**src/rtl/serial_addsub_pkg.sv**
```systemverilog
// Shared types and constants for the bit-serial adder/subtractor.
package serial_addsub_pkg;

   typedef enum logic [1:0] {
      IDLE  = 2'd0,
      ARMED = 2'd1,
      LOAD  = 2'd2,
      SHIFT = 2'd3
   } state_e;

   localparam logic MODE_ADD = 1'b0;
   localparam logic MODE_SUB = 1'b1;

endpackage

```
**src/rtl/serial_addsub_unit_bit_counter.sv**
```systemverilog
// Up-counter with synchronous clear/enable; tc flags the last bit position.
module bit_counter #(
   parameter int CNT_W = 3,
   parameter int LAST  = 7
) (
   input  logic clk,
   input  logic rst,
   input  logic clr,
   input  logic en,
   output logic tc
);

   localparam logic [CNT_W-1:0] LAST_V = CNT_W'(LAST);

   logic [CNT_W-1:0] count_q, count_d;

   always_comb begin
      count_d = count_q;
      if (clr) begin
         count_d = '0;
      end else if (en) begin
         count_d = count_q + CNT_W'(1);
      end
   end

   always_ff @(posedge clk) begin
      if (!rst) begin
         count_q <= '0;
      end else begin
         count_q <= count_d;
      end
   end

   assign tc = (count_q == LAST_V);

endmodule

```
**src/rtl/serial_addsub_unit.sv**
```systemverilog
// Bit-serial two's-complement add/subtract, LSB first, with press/release launch FSM.
module serial_addsub_unit
   import serial_addsub_pkg::*;
#(
   parameter int WIDTH = 8
) (
   input  logic             clk,
   input  logic             rst,
   input  logic             start,
   input  logic             mode,
   input  logic [WIDTH-1:0] a_in,
   input  logic [WIDTH-1:0] b_in,
   output logic [WIDTH-1:0] result,
   output logic             cout,
   output logic             ovf,
   output logic             done,
   output logic             busy
);

   localparam int CNT_W = $clog2(WIDTH);

   state_e           state_q, state_d;
   logic [WIDTH-1:0] a_sh_q, a_sh_d;
   logic [WIDTH-1:0] b_sh_q, b_sh_d;
   logic [WIDTH-1:0] result_q, result_d;
   logic             carry_q, carry_d;
   logic             cout_q, cout_d;
   logic             ovf_q, ovf_d;

   logic             sum_bit;
   logic             carry_nxt;
   logic             cnt_clr;
   logic             cnt_en;
   logic             cnt_tc;

   assign sum_bit   = a_sh_q[0] ^ b_sh_q[0] ^ carry_q;
   assign carry_nxt = (a_sh_q[0] & b_sh_q[0]) | (a_sh_q[0] & carry_q) | (b_sh_q[0] & carry_q);

   assign cnt_clr = (state_q == IDLE);
   assign cnt_en  = (state_q == SHIFT);

   bit_counter #(
      .CNT_W (CNT_W),
      .LAST  (WIDTH - 1)
   ) u_bit_counter (
      .clk (clk),
      .rst (rst),
      .clr (cnt_clr),
      .en  (cnt_en),
      .tc  (cnt_tc)
   );

   always_comb begin
      state_d  = state_q;
      a_sh_d   = a_sh_q;
      b_sh_d   = b_sh_q;
      result_d = result_q;
      carry_d  = carry_q;
      cout_d   = cout_q;
      ovf_d    = ovf_q;
      unique case (state_q)
         IDLE: begin
            if (start) state_d = ARMED;
         end
         ARMED: begin
            if (!start) state_d = LOAD;
         end
         // Subtraction is A + ~B + 1, so the mode lives on in the inverted B and the seed carry.
         LOAD: begin
            a_sh_d   = a_in;
            b_sh_d   = (mode == MODE_SUB) ? ~b_in : b_in;
            carry_d  = (mode == MODE_SUB);
            result_d = '0;
            cout_d   = 1'b0;
            ovf_d    = 1'b0;
            state_d  = SHIFT;
         end
         SHIFT: begin
            result_d = {sum_bit, result_q[WIDTH-1:1]};
            a_sh_d   = {1'b0, a_sh_q[WIDTH-1:1]};
            b_sh_d   = {1'b0, b_sh_q[WIDTH-1:1]};
            carry_d  = carry_nxt;
            if (cnt_tc) begin
               cout_d  = carry_nxt;
               ovf_d   = carry_q ^ carry_nxt;
               state_d = IDLE;
            end
         end
         default: state_d = IDLE;
      endcase
   end

   always_ff @(posedge clk) begin
      if (!rst) begin
         state_q  <= IDLE;
         a_sh_q   <= '0;
         b_sh_q   <= '0;
         result_q <= '0;
         carry_q  <= 1'b0;
         cout_q   <= 1'b0;
         ovf_q    <= 1'b0;
      end else begin
         state_q  <= state_d;
         a_sh_q   <= a_sh_d;
         b_sh_q   <= b_sh_d;
         result_q <= result_d;
         carry_q  <= carry_d;
         cout_q   <= cout_d;
         ovf_q    <= ovf_d;
      end
   end

   assign result = result_q;
   assign cout   = cout_q;
   assign ovf    = ovf_q;
   assign done   = (state_q == IDLE);
   assign busy   = (state_q != IDLE);

endmodule

```
**config.mk**
```make
export PLATFORM = sky130hd
export DESIGN_NAME = serial_addsub_unit
export DESIGN_NICKNAME = d
export VERILOG_FILES = /design/src/rtl/serial_addsub_pkg.sv /design/src/rtl/serial_addsub_unit_bit_counter.sv /design/src/rtl/serial_addsub_unit.sv
export SDC_FILE = /design/constraint.sdc
export NUM_CORES = 1
export LEC_CHECK = 0
export ABC_CLOCK_PERIOD_IN_PS = 1700
export CAP_MARGIN = 0
export CORE_AREA = 4 4 90 50
export CTS_BUF_LIST = sky130_fd_sc_hd__clkbuf_4 sky130_fd_sc_hd__clkbuf_8
export CTS_CLUSTER_SIZE = 40
export DETAILED_ROUTE_END_ITERATION = 6
export DIE_AREA = 0 0 94 54
export PLACE_DENSITY = 0.79
export SKIP_LAST_GASP = 1
export SLEW_MARGIN = 20
export SYNTH_ARGS = -nofsm -noshare
export SYNTH_HDL_FRONTEND = slang
export SYNTH_SLANG_ARGS = --single-unit
```
**constraint.sdc**
```tcl
create_clock -name clk -period 1.7 [get_ports clk]
set_input_delay 0.34 -clock clk [delete_from_list [all_inputs] [get_ports clk]]
set_output_delay 0.34 -clock clk [all_outputs]
set_load 0.01 [all_outputs]
```
==> impl_metrics.py <==
metrics = {
    "status": {
        "outcome": "finished, final reports clean",
    },
    "clocking": {
        "path_clk_slew_ps": 60,
        "cts_tree": "yes",
        "cts-hold-fix-buffers": 0,
        "htree_levels": 2,
        "cts_buffer_depth": 2,
        "postCtsSetupRepairBufs": 0,
        "clock-root-buffer": "clkbuf_8",
        "cts_buffers": 5,
        "clk_latency_ps": 280,
        "cts_sinks": 32,
    },
    "synthesis": {
        "ys_seq_area_share_pct": 39.78,
        "synth_top_family_by_area": "simple AND/OR/NAND/NOR gates",
        "synth_seq_cells": 32,
        "synth-compound-area-share_pct": 15.77,
        "synth_area_um2": 1610,
        "synth_xor_area_share_pct": 5.439,
        "synthAdderAreaFrac_pct": 5.905,
        "syn-num-nets": 198,
        "yosysUniqueCellTypes": 29,
        "synth_simple_gate_area_share_pct": 18.26,
        "muxShareOfSynthArea_pct": 8.159,
        "synth_area_per_cell_um2": 9.417,
        "yosysWarnings": 0,
        "netlist_instances": 171,
    },
    "worst_setup_path": {
        "rr_startpoint": "state_q[0]$_SDFFE_PN0P_",
        "arrival_ps": 1230,
        "rr_worst_depth": 6,
        "critPathLaunchType": "register",
        "critPathKind": "reg -> out",
        "r2r-end": "a_sh_q[6]$_SDFFE_PN0P_",
        "r2r_slack_ps": 140,
        "critPathCaptureType": "output pin",
        "crit_fanout": 4,
        "required_ps": 1360,
    },
    "sta": {
        "worst_pin_slew_ps": 411.9,
        "whs_ps": 486.2,
        "rsz0062_at_grt": "no",
        "relSlewSlack_pct": 72.54,
        "timing.final.hold_violations": 0,
        "slew_viol_final": 0,
        "max_freq_ghz": 0.6357,
        "setup_viol": 0,
        "fin_skew_ps": 2.844,
        "fin_setup_tns_ps": 0,
        "post-route-period-util_pct": 92.54,
        "fin_crit_ps": 1573,
    },
    "global_route": {
        "grt_max_degree": 36,
        "antenna_found_initial": 0,
        "grt_pass1_wl_mm": 5.616,
        "grt_pass1_vias": 1177,
        "grt.total_usage_pct": 14.59,
        "grt_overflow": 0,
    },
    "pwr": {
        "p_clk_share_pct": 24.7,
        "power.leakage_nw": 0.7492,
        "vdd_drop_max_mv": 0.4406,
        "switchingPower_uw": 802.7,
        "combPwrFrac_pct": 35.5,
        "seq_power_share_pct": 39.8,
        "power.density_nw_per_um2": 1222,
        "swShare_pct": 32.04,
        "p_int_mw": 1.702,
    },
    "route": {
        "postRouteAntennaNets": 0,
        "drtPass1Iterations": 4,
        "first_iter_violations": 85,
        "viasPerCell": 4.890,
        "wirelength_mm": 3.270,
        "wire_per_inst_um": 12.82,
        "drcViolationCount": 0,
        "vias": 1247,
    },
    "floorplan": {
        "start_util_pct": 43.25,
        "die-area_um2": 5076,
        "fp.coreArea_um2": 3724,
        "die_w_um": 94,
        "rows": 16,
        "dieHeight_um": 54,
        "ios": 32,
    },
    "hold_path": {
        "min_path_cells": 1,
        "min_to": "b_sh_q[4]$_SDFFE_PN0P_",
        "hp-start": "b_sh_q[5]$_SDFFE_PN0P_",
        "hp-class": "reg -> reg",
    },
    "placed_design": {
        "gp_congestion": 0.7410,
        "hpwl_mm": 2.259,
        "place_area_um2": 1953,
        "io_buffers": 31,
    },
    "layout": {
        "final_layout_size_suffix_gt1_share_pct": 11.94,
        "antenna_cells": 0,
        "final_cell_mix": "dfxtp_1 (30), clkdlybuf4s50_1 (29), nor2_1 (13)",
        "final_common_cell": "dfxtp_1",
        "area_growth_pct": 27.35,
        "final_area_um2": 2051,
        "nNetsFinal": 228,
    },
    "job": {
        "max-cap-violations": 0,
    },
}
## sequential cells by signal (all words and copies together), names as in the netlist
name	cells
a_sh_q	8
cout	1
b_sh_q	8
ovf	1
u_bit_counter.count_q	3
result	8
state_q	2
carry_q	1
## critical path, stage by stage (launching register included)
cell             delay (ps)
dfxtp_2                 360
inv_1                    60
ha_1                    220
inv_1                    80
clkdlybuf4s15_1         230
## layer usage
metal / GRT usage, % / up-vias / share of wire (%) / routed length, um
met5: 0 / - / 0 / 0
met4: 4.317 / 0 / 1.0 / 34
met3: 5.307 / 5 / 6.8 / 221
met2: 21.15 / 36 / 41 / 1327
met1: 20.23 / 564 / 52 / 1686
li1: - / 642 / - / -
## worst max path at each step
stage                              end               startpoint  cells after the start  slack (ps)
4_1_cts                           busy  state_q[0]$_SDFFE_PN0P_                      4          80
6_report                          busy  state_q[0]$_SDFFE_PN0P_                      4         130
5_1_grt         a_sh_q[6]$_SDFFE_PN0P_  state_q[0]$_SDFFE_PN0P_                      6           6
3_5_place_dp                      busy  state_q[0]$_SDFFE_PN0P_                      4          60
2_1_floorplan  state_q[0]$_SDFFE_PN0P_  state_q[0]$_SDFFE_PN0P_                      6         300
3_3_place_gp                      busy  state_q[0]$_SDFFE_PN0P_                      4         110
## metrics by stage
stage | setup WS (ps) | instances | utilization (%) | power [mW]
after floorplan | 295.3 | 171 | - | 1.716
after global placement | 108.2 | 248 | 52.45 | 1.889
after detailed placement | 61.52 | 248 | 52.45 | 1.920
after CTS | 76.04 | 255 | 55.04 | 2.528
after global routing | 6.466 | 255 | 55.07 | 2.721
final | 126.9 | 255 | 55.07 | 2.505
## synth_stat cells
| cell | instances | share of area (%) |
|---|---|---|
| dfxtp_1 | 32 | 40 |
| nor2_1 | 13 | 3.0 |
| mux2i_1 | 12 | 7.5 |
| nand2_1 | 11 | 2.6 |
| nor2b_1 | 10 | 3.9 |
| a21oi_1 | 9 | 2.8 |
| nor3b_1 | 9 | 4.2 |
| o21ai_0 | 9 | 2.8 |
| xnor2_1 | 9 | 4.9 |
| a211oi_1 | 8 | 3.7 |
| and2_1 | 8 | 3.1 |
| a31o_2 | 7 | 3.8 |
| ha_1 | 6 | 4.7 |
| buf_4 | 5 | 2.3 |
| buf_2 | 4 | 1.2 |
| inv_1 | 4 | 0.93 |
| buf_6 | 2 | 1.4 |
| clkbuf_1 | 2 | 0.47 |
| a221o_1 | 1 | 0.62 |
| a221oi_2 | 1 | 0.93 |
| clkbuf_2 | 1 | 0.31 |
| fa_1 | 1 | 1.2 |
| mux2_2 | 1 | 0.70 |
| nand2b_1 | 1 | 0.39 |
| nand4bb_1 | 1 | 0.70 |
| o211a_1 | 1 | 0.62 |
| o211ai_1 | 1 | 0.47 |
| or2_0 | 1 | 0.39 |
| xor2_1 | 1 | 0.54 |
## power groups by stage
stage / clock (mW) / sequential, mW / combinational, mW
2_1_floorplan: 0 / 0.983 / 0.733
3_3_place_gp: 0 / 1.00 / 0.889
3_5_place_dp: 0 / 1.01 / 0.915
4_1_cts: 0.640 / 0.996 / 0.892
5_1_grt: 0.679 / 1.02 / 1.02
6_report: 0.620 / 0.997 / 0.888
## cell type report
type	count	area (um2)
repair buffers	37	366.6
flip-flops and latches	32	643.1
inverters	4	15.01
clock buffers	7	96.34
multi-input cells	121	862.1
fillers	354	1673
well taps	54	67.56
## kinds of logic (layout without fill, tap and decap cells)
kind of cell | after synthesis | after routing
xor gates and xnor gates | 10 | 10
and+or+nand+nor | 54 | 54
muxes | 13 | 13
DFF | 32 | 32
AOI/OAI and AO/OA | 37 | 37
buffers and inverters | 18 | 48
adders and majority gates | 7 | 7
## what timing repair did
item	4_1_cts	5_1_grt
gates resized for setup	4	1
setup endpoints to repair	2	1
pin swaps	0	0
No activity file was read; power rests on OpenSTA's default activity.
